[config.mk]
export PLATFORM = sky130hd
export DESIGN_NAME = soft_bus_arbiter_flat
export DESIGN_NICKNAME = d
export VERILOG_FILES = /design/src/rtl/soft_bus_arbiter_if.sv /design/src/rtl/soft_bus_arbiter.sv /design/src/flat_wrapper.sv
export SDC_FILE = /design/constraint.sdc
export NUM_CORES = 1
export LEC_CHECK = 0
export ABC_AREA = 1
export BUFFER_PORTS_ARGS = -buffer_cell sky130_fd_sc_hd__clkbuf_2
export CAP_MARGIN = 20
export CORE_UTILIZATION = 35
export DETAILED_ROUTE_END_ITERATION = 10
export PLACE_DENSITY = 0.72
export SYNTH_ARGS = -nofsm -noshare
export SYNTH_HDL_FRONTEND = slang
export SYNTH_SLANG_ARGS = --single-unit
[constraint.sdc]
create_clock -name clock -period 3.7 [get_ports clock]
set_input_delay 0.37 -clock clock [delete_from_list [all_inputs] [get_ports clock]]
set_output_delay 0.37 -clock clock [all_outputs]
set_load 0.01 [all_outputs]
[src/rtl/soft_bus_arbiter_if.sv]
// soft_bus_arbiter_if: requester-side and memory-side signals of the soft bus arbiter.
// The arbiter uses the slave modport; the cores and the memory model use the master modport.
interface soft_bus_arbiter_if #(
   parameter int CHANNELS   = 2,
   parameter int ADDR_WIDTH = 32,
   parameter int DATA_WIDTH = 32,
   parameter int CMD_WIDTH  = 3
);
   localparam int GW = $clog2(CHANNELS);
   logic [CHANNELS*CMD_WIDTH-1:0]  cCommand;
   logic [CHANNELS*ADDR_WIDTH-1:0] cAddress;
   logic [CHANNELS*DATA_WIDTH-1:0] cData;
   logic [CHANNELS-1:0]            hReady;
   logic [CHANNELS-1:0]            hSignal;
   logic [CHANNELS*DATA_WIDTH-1:0] hData;
   logic [CMD_WIDTH-1:0]           mCommand;
   logic [ADDR_WIDTH-1:0]          mAddress;
   logic [DATA_WIDTH-1:0]          mData;
   logic                           mReady;
   logic                           mSignal;
   logic [DATA_WIDTH-1:0]          mRdata;
   logic [GW-1:0]                  grant;
   modport master (
      output cCommand, cAddress, cData, mReady, mSignal, mRdata,
      input  hReady, hSignal, hData, mCommand, mAddress, mData, grant
   );
   modport slave (
      input  cCommand, cAddress, cData, mReady, mSignal, mRdata,
      output hReady, hSignal, hData, mCommand, mAddress, mData, grant
   );
endinterface

[src/rtl/soft_bus_arbiter.sv]
// soft_bus_arbiter: registered round-robin sharing of one soft memory port among CHANNELS requesters.
// Define SOFT_ARB_TIMEOUT_EN to end a BUSY phase after TIMEOUT cycles with a faulted response.
module soft_bus_arbiter #(
   parameter int CHANNELS   = 2,
   parameter int ADDR_WIDTH = 32,
   parameter int DATA_WIDTH = 32,
   parameter int CMD_WIDTH  = 3,
   parameter int TIMEOUT    = 255
) (
   input  logic              clock,
   input  logic              reset,
   soft_bus_arbiter_if.slave io_bus
);
   localparam int GW = $clog2(CHANNELS);
   localparam logic [1:0] S_IDLE = 2'd0, S_BUSY = 2'd1, S_RESP = 2'd2;
   logic [1:0]                     r_state;
   logic [GW-1:0]                  r_last, r_grant, w_sel, w_k;
   logic                           w_hit;
   logic [CMD_WIDTH-1:0]           r_mcmd;
   logic [ADDR_WIDTH-1:0]          r_maddr;
   logic [DATA_WIDTH-1:0]          r_mdata, r_rdata;
   logic                           r_sig;
   logic [CMD_WIDTH-1:0]           w_cmd  [CHANNELS];
   logic [ADDR_WIDTH-1:0]          w_addr [CHANNELS];
   logic [DATA_WIDTH-1:0]          w_data [CHANNELS];
   logic [CHANNELS-1:0]            w_req, w_hready, w_hsig;
   logic [CHANNELS*DATA_WIDTH-1:0] w_hdata;
`ifdef SOFT_ARB_TIMEOUT_EN
   localparam int TW = $clog2(TIMEOUT + 1);
   logic [TW-1:0] r_cnt;
`endif
   if (CHANNELS < 2 || CHANNELS > 8 || TIMEOUT < 1) begin : g_bad_params
      $error("soft_bus_arbiter: CHANNELS must be 2..8 and TIMEOUT at least 1");
   end
   for (genvar g = 0; g < CHANNELS; g++) begin : g_ch
      assign w_cmd[g]  = io_bus.cCommand[g*CMD_WIDTH +: CMD_WIDTH];
      assign w_addr[g] = io_bus.cAddress[g*ADDR_WIDTH +: ADDR_WIDTH];
      assign w_data[g] = io_bus.cData[g*DATA_WIDTH +: DATA_WIDTH];
      assign w_req[g]  = |w_cmd[g];
   end
   // Walk last+1, last+2, ... with wrap so the previous owner is searched last.
   always_comb begin
      w_hit = 1'b0;
      w_sel = r_last;
      w_k   = r_last;
      for (int i = 0; i < CHANNELS; i++) begin
         w_k = (w_k == GW'(CHANNELS - 1)) ? '0 : w_k + 1'b1;
         if (w_req[w_k] && !w_hit) begin
            w_hit = 1'b1;
            w_sel = w_k;
         end
      end
   end
   always_comb begin
      w_hready = '0;
      w_hsig   = '0;
      w_hdata  = '0;
      for (int c = 0; c < CHANNELS; c++)
         if (r_state == S_RESP && r_grant == GW'(c)) begin
            w_hready[c] = 1'b1;
            w_hsig[c]   = r_sig;
            w_hdata[c*DATA_WIDTH +: DATA_WIDTH] = r_rdata;
         end
   end
   always_ff @(posedge clock) begin
      if (!reset) begin
         r_state <= S_IDLE;
         r_last  <= GW'(CHANNELS - 1);
         r_grant <= '0;
         r_mcmd  <= '0;
         r_maddr <= '0;
         r_mdata <= '0;
         r_sig   <= 1'b0;
         r_rdata <= '0;
`ifdef SOFT_ARB_TIMEOUT_EN
         r_cnt   <= '0;
`endif
      end else begin
         case (r_state)
            S_IDLE:
               if (w_hit) begin
                  r_mcmd  <= w_cmd[w_sel];
                  r_maddr <= w_addr[w_sel];
                  r_mdata <= w_data[w_sel];
                  r_grant <= w_sel;
                  r_state <= S_BUSY;
`ifdef SOFT_ARB_TIMEOUT_EN
                  r_cnt   <= '0;
`endif
               end
            S_BUSY:
               if (io_bus.mReady) begin
                  r_sig   <= io_bus.mSignal;
                  r_rdata <= io_bus.mRdata;
                  r_mcmd  <= '0;
                  r_state <= S_RESP;
               end
`ifdef SOFT_ARB_TIMEOUT_EN
               else if (r_cnt == TW'(TIMEOUT - 1)) begin
                  r_sig   <= 1'b1;
                  r_rdata <= '0;
                  r_mcmd  <= '0;
                  r_state <= S_RESP;
               end else
                  r_cnt <= r_cnt + 1'b1;
`endif
            S_RESP: begin
               r_last  <= r_grant;
               r_state <= S_IDLE;
            end
            default: r_state <= S_IDLE;
         endcase
      end
   end
   assign io_bus.hReady   = w_hready;
   assign io_bus.hSignal  = w_hsig;
   assign io_bus.hData    = w_hdata;
   assign io_bus.mCommand = r_mcmd;
   assign io_bus.mAddress = r_maddr;
   assign io_bus.mData    = r_mdata;
   assign io_bus.grant    = r_grant;
endmodule

[src/flat_wrapper.sv]
// flat-port wrapper written by rule: the top's interface ports become plain ports
module soft_bus_arbiter_flat 
#(
   parameter int CHANNELS   = 2,
   parameter int ADDR_WIDTH = 32,
   parameter int DATA_WIDTH = 32,
   parameter int CMD_WIDTH  = 3,
   parameter int TIMEOUT    = 255
)
  (clock, reset, io_bus_cCommand, io_bus_cAddress, io_bus_cData, io_bus_mReady, io_bus_mSignal, io_bus_mRdata, io_bus_hReady, io_bus_hSignal, io_bus_hData, io_bus_mCommand, io_bus_mAddress, io_bus_mData, io_bus_grant);
  soft_bus_arbiter_if #(.CHANNELS(CHANNELS), .ADDR_WIDTH(ADDR_WIDTH), .DATA_WIDTH(DATA_WIDTH), .CMD_WIDTH(CMD_WIDTH)) io_bus_i ();
  input  logic clock;
  input  logic reset;
  input wire logic [$bits(io_bus_i.cCommand)-1:0] io_bus_cCommand;
  input wire logic [$bits(io_bus_i.cAddress)-1:0] io_bus_cAddress;
  input wire logic [$bits(io_bus_i.cData)-1:0] io_bus_cData;
  input wire logic [$bits(io_bus_i.mReady)-1:0] io_bus_mReady;
  input wire logic [$bits(io_bus_i.mSignal)-1:0] io_bus_mSignal;
  input wire logic [$bits(io_bus_i.mRdata)-1:0] io_bus_mRdata;
  output wire logic [$bits(io_bus_i.hReady)-1:0] io_bus_hReady;
  output wire logic [$bits(io_bus_i.hSignal)-1:0] io_bus_hSignal;
  output wire logic [$bits(io_bus_i.hData)-1:0] io_bus_hData;
  output wire logic [$bits(io_bus_i.mCommand)-1:0] io_bus_mCommand;
  output wire logic [$bits(io_bus_i.mAddress)-1:0] io_bus_mAddress;
  output wire logic [$bits(io_bus_i.mData)-1:0] io_bus_mData;
  output wire logic [$bits(io_bus_i.grant)-1:0] io_bus_grant;
  assign io_bus_i.cCommand = io_bus_cCommand;
  assign io_bus_i.cAddress = io_bus_cAddress;
  assign io_bus_i.cData = io_bus_cData;
  assign io_bus_i.mReady = io_bus_mReady;
  assign io_bus_i.mSignal = io_bus_mSignal;
  assign io_bus_i.mRdata = io_bus_mRdata;
  assign io_bus_hReady = io_bus_i.hReady;
  assign io_bus_hSignal = io_bus_i.hSignal;
  assign io_bus_hData = io_bus_i.hData;
  assign io_bus_mCommand = io_bus_i.mCommand;
  assign io_bus_mAddress = io_bus_i.mAddress;
  assign io_bus_mData = io_bus_i.mData;
  assign io_bus_grant = io_bus_i.grant;
  soft_bus_arbiter #(.CHANNELS(CHANNELS), .ADDR_WIDTH(ADDR_WIDTH), .DATA_WIDTH(DATA_WIDTH), .CMD_WIDTH(CMD_WIDTH), .TIMEOUT(TIMEOUT)) u_core (.clock(clock), .reset(reset), .io_bus(io_bus_i));
endmodule
==> impl_summary.txt <==
----------------------------------------------------
[Synth]
  Synthesis Warnings ... 0
  Flop and latch count out of synthesis ... 104
  Sequential share of the synthesized area ... 0.438
  Number of library cell types mapped by synthesis ... 25
  Mean area per synthesized cell ... 6.80 um2
  Most area-consuming cells after synthesis ... sky130_fd_sc_hd__dfxtp_1, sky130_fd_sc_hd__nand2_1, sky130_fd_sc_hd__nor2_1
  Synth Net Count ... 870
  Mapped cell area ... 4760 um2
  Dominant cell type by area after synthesis ... sky130_fd_sc_hd__dfxtp_1
  Cell count after synthesis ... 700
  Area share of the largest cell type after synthesis ... 0.438

[Clocking]
  Postcts setup bufs ... 0
  Number of buffers created by CTS ... 9
  Clk buf depth ... 2
  Library cell used as clock root buffer ... sky130_fd_sc_hd__clkbuf_16
  Hold bufs inserted after CTS ... 0
  Clk Latency, worst-skew pair ... 0.34 ns
  Sinks on Clock Net ... 104
  TritonCTS clock tree ... built
  Gates resized, CTS repair ... 0
  H-tree lvl count ... 3
  Worst-path clk slew ... 0.07 ns

[Route]
  Iteration-0 DRC Markers ... 240
  Vias per cell ... 4.65
  Aggregate routed wire length ... 14.5 mm
  Average wire per standard cell ... 12.6 um
  DRC viols ... 0
  Antenna viol nets, final ... 0
  Drt pass-1 iters ... 4
  Via count ... 5373

[Global route]
  Initial antenna violation count ... 0
  Number of global-route vias before repair ... 4795
  Largest net degree at the start of global routing ... 71
  Global router's overall resource usage ... 0.206
  Wire length of the first global-routing pass ... 23.0 mm
  Congestion Overflow GR ... 0

[Critical path]
  Critical path required time ... 3.33 ns
  Category of the critical setup timing path ... register to primary output
  Crit Path Max Fanout ... 34
  CP arrival ... 2.25 ns
  Critical path capture point type ... primary output
  Crit path launch type ... register

[Placed design]
  Port Buf Inserts ... 305
  Placer's final routability congestion estimate ... 0.852
  Total half-perimeter wirelength after legalization and detailed placement ... 10.7 mm
  Number of cells in the design after placement ... 1139
  Total cell area at the placement stage ... 6300 um2

[Cells and area]
  Synth-to-layout area growth ... 39.4%
  Count of antenna diodes in the layout ... 0
  Filler-free cell count of the finished design ... 1156
  Total of fill cells in the finished design ... 1349
  Ratio of cells with drive above 1 in the final layout ... 0.353
  Reg area ... 2080 um2
  Post-layout instance area ... 6630 um2
  Multi-input gate area ... 2190 um2
  Number of nets in the layout ... 1145

[STA]
  Count of final max-slew check failures ... 0
  Period utilisation layout ... 0.709
  Worst clock skew ... 0.00868 ns
  Relative max-transition margin ... 0.355
  Final critical-path required period ... 2.62 ns
  Worst Max-Slew Pin Slew ... 0.964 ns
  Final hold violation count ... 0
  RSZ-0062 raised after global routing ... false
  Setup_tns ... 0 ns
  Maximum achievable frequency ... 381 MHz
  Setup violators final ... 0

[Flow run]
  Maximum Capacitance Violations ... 0

[Die]
  Die area ... 14100 um2
  Die outline height ... 119 um
  Starting utilization of the core area ... 0.359
  Number of rows created at floorplan ... 42
  Horizontal die dimension ... 119 um
  Core footprint ... 13200 um2
  IO Pins ... 306

[Pwr]
  Reported leakage power ... 3.38 nW
  Total power per unit cell area ... 440 nW/um2
  Final total power ... 2.92 mW
  Maximum vdd drop ... 224 uV

[Outcome]
  Run status ... complete, no violations

[Min path]
  Kind of path behind the tightest hold check ... input pin to register

----------------------------------------------------
cell usage in the layout (no fill, tap or decap), types with 2 or more instances in the layout:
| cell type | instances |
|---|---|
| sky130_fd_sc_hd__inv_1 | 43 |
| sky130_fd_sc_hd__clkbuf_16 | 9 |
| sky130_fd_sc_hd__nor2_4 | 2 |
| sky130_fd_sc_hd__nor2_1 | 136 |
| sky130_fd_sc_hd__buf_12 | 3 |
| sky130_fd_sc_hd__o21ai_0 | 77 |
| sky130_fd_sc_hd__inv_2 | 4 |
| sky130_fd_sc_hd__a21oi_1 | 99 |
| sky130_fd_sc_hd__o21ai_1 | 20 |
| sky130_fd_sc_hd__buf_4 | 8 |
| sky130_fd_sc_hd__bufinv_16 | 2 |
| sky130_fd_sc_hd__nand2_2 | 2 |
| sky130_fd_sc_hd__nand2_1 | 144 |
| sky130_fd_sc_hd__dfxtp_1 | 104 |
| sky130_fd_sc_hd__a21oi_2 | 3 |
| sky130_fd_sc_hd__clkbuf_2 | 305 |
| sky130_fd_sc_hd__clkinv_2 | 3 |
| sky130_fd_sc_hd__nand4_1 | 2 |
| sky130_fd_sc_hd__nand3_1 | 7 |
power by group:
part	internal, mW	switching (mW)	total, mW
clock network	0.591	0.412	1.00
logic	0.256	0.373	0.629
registers	1.24	0.0522	1.29
critical path, stage by stage (launching register included):
cell and delay, ns:
sky130_fd_sc_hd__dfxtp_1 0.39, sky130_fd_sc_hd__nand2_1 0.12, sky130_fd_sc_hd__nor2_1 0.16, sky130_fd_sc_hd__clkinv_1 0.70, sky130_fd_sc_hd__nor2_1 0.34, sky130_fd_sc_hd__clkbuf_2 0.18
layer usage:
layer / track usage / routed length [um] / share of wire / up-vias
li1: - / - / - / 2783
met1: 0.232 / 6100 / 0.42 / 2314
met2: 0.352 / 6850 / 0.47 / 239
met3: 0.0526 / 1080 / 0.074 / 37
met4: 0.118 / 521 / 0.036 / 0
met5: 0 / 0 / 0 / -
per-stage QoR:
stage	hold slack [ns]	util	setup slack [ns]
finish	0.242	0.501	1.08
detailed placement	0.474	0.476	1.47
floorplan	0.450	-	2.09
global route	0.233	0.501	0.885
global placement	0.467	0.476	1.46
CTS	0.230	0.499	1.09
cell usage after synthesis:
library cell,count
sky130_fd_sc_hd__o21ai_0,77
sky130_fd_sc_hd__nand2_2,1
sky130_fd_sc_hd__clkbuf_2,1
sky130_fd_sc_hd__nand2_1,145
sky130_fd_sc_hd__inv_1,43
sky130_fd_sc_hd__buf_8,1
sky130_fd_sc_hd__buf_6,9
sky130_fd_sc_hd__clkinv_1,1
sky130_fd_sc_hd__nor2_2,1
sky130_fd_sc_hd__a21oi_2,3
sky130_fd_sc_hd__nand3_2,1
sky130_fd_sc_hd__nand3_1,7
sky130_fd_sc_hd__nand3_4,1
sky130_fd_sc_hd__o21ai_1,20
sky130_fd_sc_hd__a21oi_1,99
sky130_fd_sc_hd__clkbuf_1,18
sky130_fd_sc_hd__dfxtp_1,104
sky130_fd_sc_hd__buf_2,17
sky130_fd_sc_hd__nor2_1,136
sky130_fd_sc_hd__buf_1,1
sky130_fd_sc_hd__nor2_4,2
sky130_fd_sc_hd__nand4_1,2
sky130_fd_sc_hd__o21ai_2,1
sky130_fd_sc_hd__buf_4,5
sky130_fd_sc_hd__inv_2,4
kinds of logic after synthesis:
kind of cell,count (synthesis),synth area share
AND/OR/NAND/NOR,296,0.245
AO/OA/AOI/OAI,200,0.214
flip-flops,104,0.438
buffers and inverters,100,0.104
state kept, by name, summed over array words and instances, names as in the netlist:
register	flops
u_core.io_bus.mAddress	32
u_core.io_bus.mCommand	3
u_core.io_bus.mData	32
u_core.r_rdata	32
u_core.io_bus.grant	1
u_core.r_state	2
u_core.r_sig	1
u_core.r_last	1
final cells by class:
cell class,instances,share of cell area
Tap cell,176,0.0332
Clock buffer,10,0.0345
Inverter,48,0.0272
Timing Repair Buffer,316,0.248
Sequential cell,104,0.314
Clock inverter,6,0.0126
Multi-Input combinational cell,496,0.330
path summary, 6_finish.rpt:
| check | startpoint | cells after the start | endpoint | slack [ns] |
|---|---|---|---|---|
| min reg2reg | u_core.r_rdata[23] | 2 | u_core.r_rdata[23] | 0.48 |
| max reg2reg | u_core.r_last | 8 | u_core.io_bus.mAddress[29] | 1.64 |
| min | io_bus_cData[9] | 3 | u_core.io_bus.mData[9] | 0.24 |
| max | u_core.r_state[1] | 5 | io_bus_hData[62] | 1.08 |
No activity file was read; power rests on OpenSTA's default activity.
